`src/rtl/sat_counter.sv`:
```
// Up-counter that sticks at all-ones instead of wrapping.
module sat_counter #(
    parameter int W = 8
) (
    input  logic         clk,
    input  logic         rst,
    input  logic         clr,
    input  logic         inc,
    output logic [W-1:0] q
);

    localparam logic [W-1:0] MAX_VAL  = {W{1'b1}};
    localparam logic [W-1:0] ZERO_VAL = {W{1'b0}};

    // Count register: reset/clear to zero, increment unless already saturated.
    always_ff @(posedge clk) begin
        if (rst) begin
            q <= ZERO_VAL;
        end else if (clr) begin
            q <= ZERO_VAL;
        end else if (inc && (q != MAX_VAL)) begin
            q <= q + W'(1);
        end
    end

endmodule

```
`config.mk`:
```
export PLATFORM = sky130hd
export DESIGN_NAME = sat_counter
export DESIGN_NICKNAME = d
export VERILOG_FILES = /design/src/rtl/sat_counter.sv
export SDC_FILE = /design/constraint.sdc
export NUM_CORES = 1
export LEC_CHECK = 0
export CAP_MARGIN = 15
export CORE_AREA = 3 3 40 42
export CTS_BUF_LIST = sky130_fd_sc_hd__clkbuf_4 sky130_fd_sc_hd__clkbuf_8
export DETAILED_ROUTE_END_ITERATION = 10
export DIE_AREA = 0 0 43 45
export GPL_ROUTABILITY_DRIVEN = 0
export SLEW_MARGIN = 40
export SYNTH_ARGS = -nofsm -noshare
export SYNTH_HDL_FRONTEND = slang
export SYNTH_SLANG_ARGS = --single-unit
```
`constraint.sdc`:
```
create_clock -name clk -period 1.45 [get_ports clk]
set_input_delay 0.3625 -clock clk [delete_from_list [all_inputs] [get_ports clk]]
set_output_delay 0.3625 -clock clk [all_outputs]
set_load 0.1 [all_outputs]
```
* Yosys cells after proc, flatten, opt, wreduce, memory -nomap -nowiden *
Index checks and enable logic that the tools add are counted.
W data, S select, Z words.

operators by class
  add/subtract/negate cells = 1
  equal/unequal tests = 1
  reduce and logical (&&, ||, !) cells = 2

operators with widths
  operator               number
  $add A8 B1 Y8 const B  1
  $ne A8 B8 Y1 const B   1
  $reduce_or A2 Y1       1
  $logic_and A1 B1 Y1    1

storage, ports and cells
  flip-flop bits (word level) = 8
  input bits = 4
  output and inout port bits = 8
  word-level logic and storage cells = 5

* Longest topological paths before layout *
Gate-level depths: netlist of the first run.

  depth in word-level cells = 2
  gate-level depth with buffers = 4
  depth with buffers taken out = 4

* Least setup slack after synthesis of the first run *
No wires, ideal clock.

  kind = flip-flop to flip-flop
  from = reg q[0]
  to = reg q[6]
  setup time = 0.115 ns
  arrival = 2.027 ns
  required time = 1.335 ns
  slack = -0.692 ns
  stages on the path, launching flop included = 5
  path buffers = 0
  period minus slack after synthesis = 2.142 ns
  cell sequence = dfxtp_1 ha_1 nand3_1 or4_1 and3_1

between the ends
  longest elaborated chain between the ends = 2
  elaborated cells between the ends (all ways) = 3
  those cells by class = add/sub (1); eq/ne (1); reduce/logical (1)

RTL lines
  element                                                line  RTL
  start, declared                                        9     output logic [W-1:0] q
  start signal, assigned                                 22    q <= q + W'(1);
  branches (longest 2 deep; another with $add A8 B1 Y8)  -

Parallel ways; which one is timed is not known.
A chain may end at the register's enable or synchronous reset.

* Final worst setup path of the first run *
  from = reg q[0]
  to = reg q[1]

The elaborated chain is that of the path after synthesis.

==> results.rst, run 1 <==
.. list-table::
   :header-rows: 1

   * - Metric
     - Value
   * - Clock Latency Late Sink
     - 0.26 ns
   * - Post-detailed-routing wire length
     - 990 um
   * - Finished Cell Area
     - 747 um2
   * - Setup WS pre-CTS
     - -0.265 ns
   * - Maximum number of pins on one net before global-route repair
     - 9
   * - Starting density of the core
     - 33.9%
   * - Slew margin rel.
     - 68.7%
   * - Worst supply voltage drop on vdd
     - 456 uV
   * - Syn_area_per_cell
     - 9.26 um2
   * - Post-synth top area share
     - 36.8%
   * - Final cycle utilization of the critical path
     - 91.3%
   * - Family with the most delay on the worst path
     - flip-flops
   * - Combined area of the multi-input logic cells
     - 284 um2
   * - Fraction of final layout cells sized beyond drive strength 1
     - 44.6%
   * - Number of H-tree branching levels
     - 1
   * - Setup-failing EPs final
     - 0
   * - Element type at the critical path end
     - flop
   * - Max Clk Rate
     - 0.755 GHz
   * - Die Y
     - 45 um
   * - Area of all sequential standard cells
     - 188 um2
   * - Final max-slew violation count
     - 0
   * - Number of buffers and inverters on the critical path
     - 0
   * - CTS max path bufs
     - 2
   * - Outcome
     - completed
   * - Fillers
     - 110
   * - Number of DRC violations after detailed-routing iteration 0
     - 14
   * - Cells after DPL
     - 76
   * - Worst endpoint data arrival time
     - 1.51 ns
   * - Via count normalized by instance count
     - 5.43
   * - Area inside the core boundary
     - 1280 um2
   * - Clock tree from TritonCTS
     - done
   * - Count of antenna diodes in the layout
     - 0
   * - Post-DP HPWL
     - 757 um
   * - Yosys warnings
     - 0
   * - Largest register FFs
     - 8
   * - Cell accounting for the most synthesized area
     - dfxtp_1
   * - Post-route setup slack
     - 0.126 ns
   * - Area of the die
     - 1940 um2
   * - Flops & latches, synth
     - 8
   * - Leakage power of the design
     - 0.284 nW
   * - Post-synthesis sequential area ratio
     - 36.8%
   * - Distinct cells, synth
     - 21
   * - Clock slew at the register clock pins of the worst setup and hold paths
     - 0.06 ns
   * - Placement Cell Area
     - 712 um2
   * - Net count after synthesis
     - 52
   * - CTS root buf
     - clkbuf_4
   * - Top cells by area, synth
     - dfxtp_1, mux2i_1, a2111oi_4
   * - Slowest CP cell
     - dfxtp_4
   * - Max_cap viols
     - 0
   * - DRC
     - 0
   * - Transition at the pin with the smallest max-transition slack
     - 0.468 ns
   * - Layout Nets
     - 71
   * - Class of the tightest hold or removal check
     - reg2reg
   * - Final critical-path required period
     - 1.32 ns
   * - Top flop regs
     - q (8)
   * - Count of buffers inserted at the top-level ports
     - 11
   * - Power per cell area
     - 635 nW/um2
   * - Final core utilization
     - 58.1%
   * - CTS Sinks
     - 8
   * - P&R area growth vs syn
     - 71.6%
   * - Die X
     - 43 um
   * - Total count of hold-check failures in the final report
     - 0
   * - CP Cell Sequence
     - ha_4 > and3_1 > a21boi_1 > mux2i_1
   * - Routed WL per cell
     - 12.4 um
   * - Largest fanout on the critical path
     - 5
   * - Critical path type
     - reg2reg
   * - Post-Route Hold Slack
     - 0.517 ns
   * - Standard-cell row count
     - 13
   * - Clock buffer count from CTS
     - 3
   * - Worst clock skew
     - 0.00307 ns
   * - First-pass GRT wire length
     - 1770 um
   * - Number of instances in the synthesized netlist
     - 47
   * - Overflow left after global routing
     - 0
   * - Number of antenna violations at the first check in global routing
     - 0
   * - Required time worst endpoint
     - 1.63 ns
   * - Final sum of negative setup slack
     - 0 ns
   * - Netlist Area Pre-Place
     - 435 um2
   * - Layout Cells excl Fill
     - 80
   * - Overall power
     - 0.474 mW
   * - Maximum cell stage delay along the critical path
     - 0.37 ns
   * - Worst Setup Start Kind
     - flop
   * - Number of nets with antenna violations after routing
     - 0
   * - Vias in the first global route
     - 381
   * - Register containing the most flip-flops in the final layout
     - q
   * - Aggregate global-route resource usage
     - 12.7%
   * - Hold-fix buffer count after cts
     - 0
   * - Routed via count
     - 434
   * - Pre-antenna DRT Iters
     - 4
   * - Number of top-level design ports
     - 12
   * - Setup repair after global routing missed its margin
     - false
[cell usage after synthesis, drive strengths merged]
library cell,instances
nor2,1
nand3,2
and3b,1
o21ai,1
ha,1
buf,1
a21oi,4
dfxtp,8
a21boi,3
a31oi,1
a2111oi,1
nor4,1
mux2i,4
nand2,6
or4,1
nand4,2
inv,1
or3,3
and4,2
and3,3
[what timing repair did]
item,CTS,global route
resized for setup,0,3
buffers inserted,0,0
setup endpoints to repair,0,2
[per-layer routing]
layer | vias up | global-route usage (%) | routed length [um]
met2 | 7 | 19.8 | 509
met4 | 0 | 5.42 | 10
li1 | 217 | - | -
met5 | - | 0 | 0
met3 | 2 | 7.57 | 55
met1 | 208 | 14.0 | 414
[path summary, 6_finish.rpt]
kind         start    to  slack [ns]  depth (start not counted)
max           q[0]  q[1]        0.13                          4
min           q[0]  q[0]        0.52                          2
max reg2reg   q[0]  q[1]        0.13                          4
min reg2reg   q[0]  q[0]        0.52                          2
[cell families (layout without fill, tap and decap cells)]
group                    count (synthesis)  after routing  share of synthesized area [%]
buffers and inverters                    2             20                           2.59
adder cells (fa/ha/maj)                  1              1                           2.87
flip-flops                               8              8                           36.8
multiplexers                             4              4                           9.20
AO/OA/AOI/OAI                           10             10                           19.5
AND/OR/NAND/NOR                         22             22                           29.0
[final cells by class]
cell class,instances,area share [%]
multi-input cells,37,38.0
well taps,15,2.51
repair buffers,15,29.8
inverters,1,0.503
clock buffers,4,4.02
flip-flops and latches,8,25.1
[power by group]
| group | switching, mW | leakage [nW] | internal [mW] |
|---|---|---|---|
| Combinational | 0.0297 | 0.195 | 0.0253 |
| Sequential | 0.00425 | 0.0707 | 0.210 |
| Clock | 0.0807 | 0.0184 | 0.124 |
[cell usage in the layout, fill, tap and decap left out, types with 2 or more instances in the layout]
| cell | synthesis | final |
|---|---|---|
| buf_12 | 0 | 8 |
| dfxtp_4 | 0 | 7 |
| nand2_1 | 6 | 6 |
| mux2i_1 | 4 | 4 |
| a21oi_1 | 4 | 4 |
| clkbuf_4 | 0 | 4 |
| buf_4 | 1 | 4 |
| or3_1 | 3 | 3 |
| and3_1 | 3 | 3 |
| a21boi_1 | 2 | 2 |
| nand4_1 | 2 | 2 |
| clkdlybuf4s50_1 | 0 | 2 |
[tightest hold or removal path: stages (launching register included)]
cell	delay [ns]
dfxtp_4	0.37
nand2_1	0.06
mux2i_1	0.05
Power figures use the tool's default switching activity.
==> run 2: changes to the inputs <==
--- a/config.mk
+++ b/config.mk
@@ -11,7 +11,9 @@
 export DETAILED_ROUTE_END_ITERATION = 10
 export DIE_AREA = 0 0 43 45
 export GPL_ROUTABILITY_DRIVEN = 0
+export HOLD_SLACK_MARGIN = 0.12
 export SLEW_MARGIN = 40
 export SYNTH_ARGS = -nofsm -noshare
 export SYNTH_HDL_FRONTEND = slang
 export SYNTH_SLANG_ARGS = --single-unit
+export TNS_END_PERCENT = 5
==> results of run 2 <==
Final layout, timing and power as in run 1 (identical DEF).
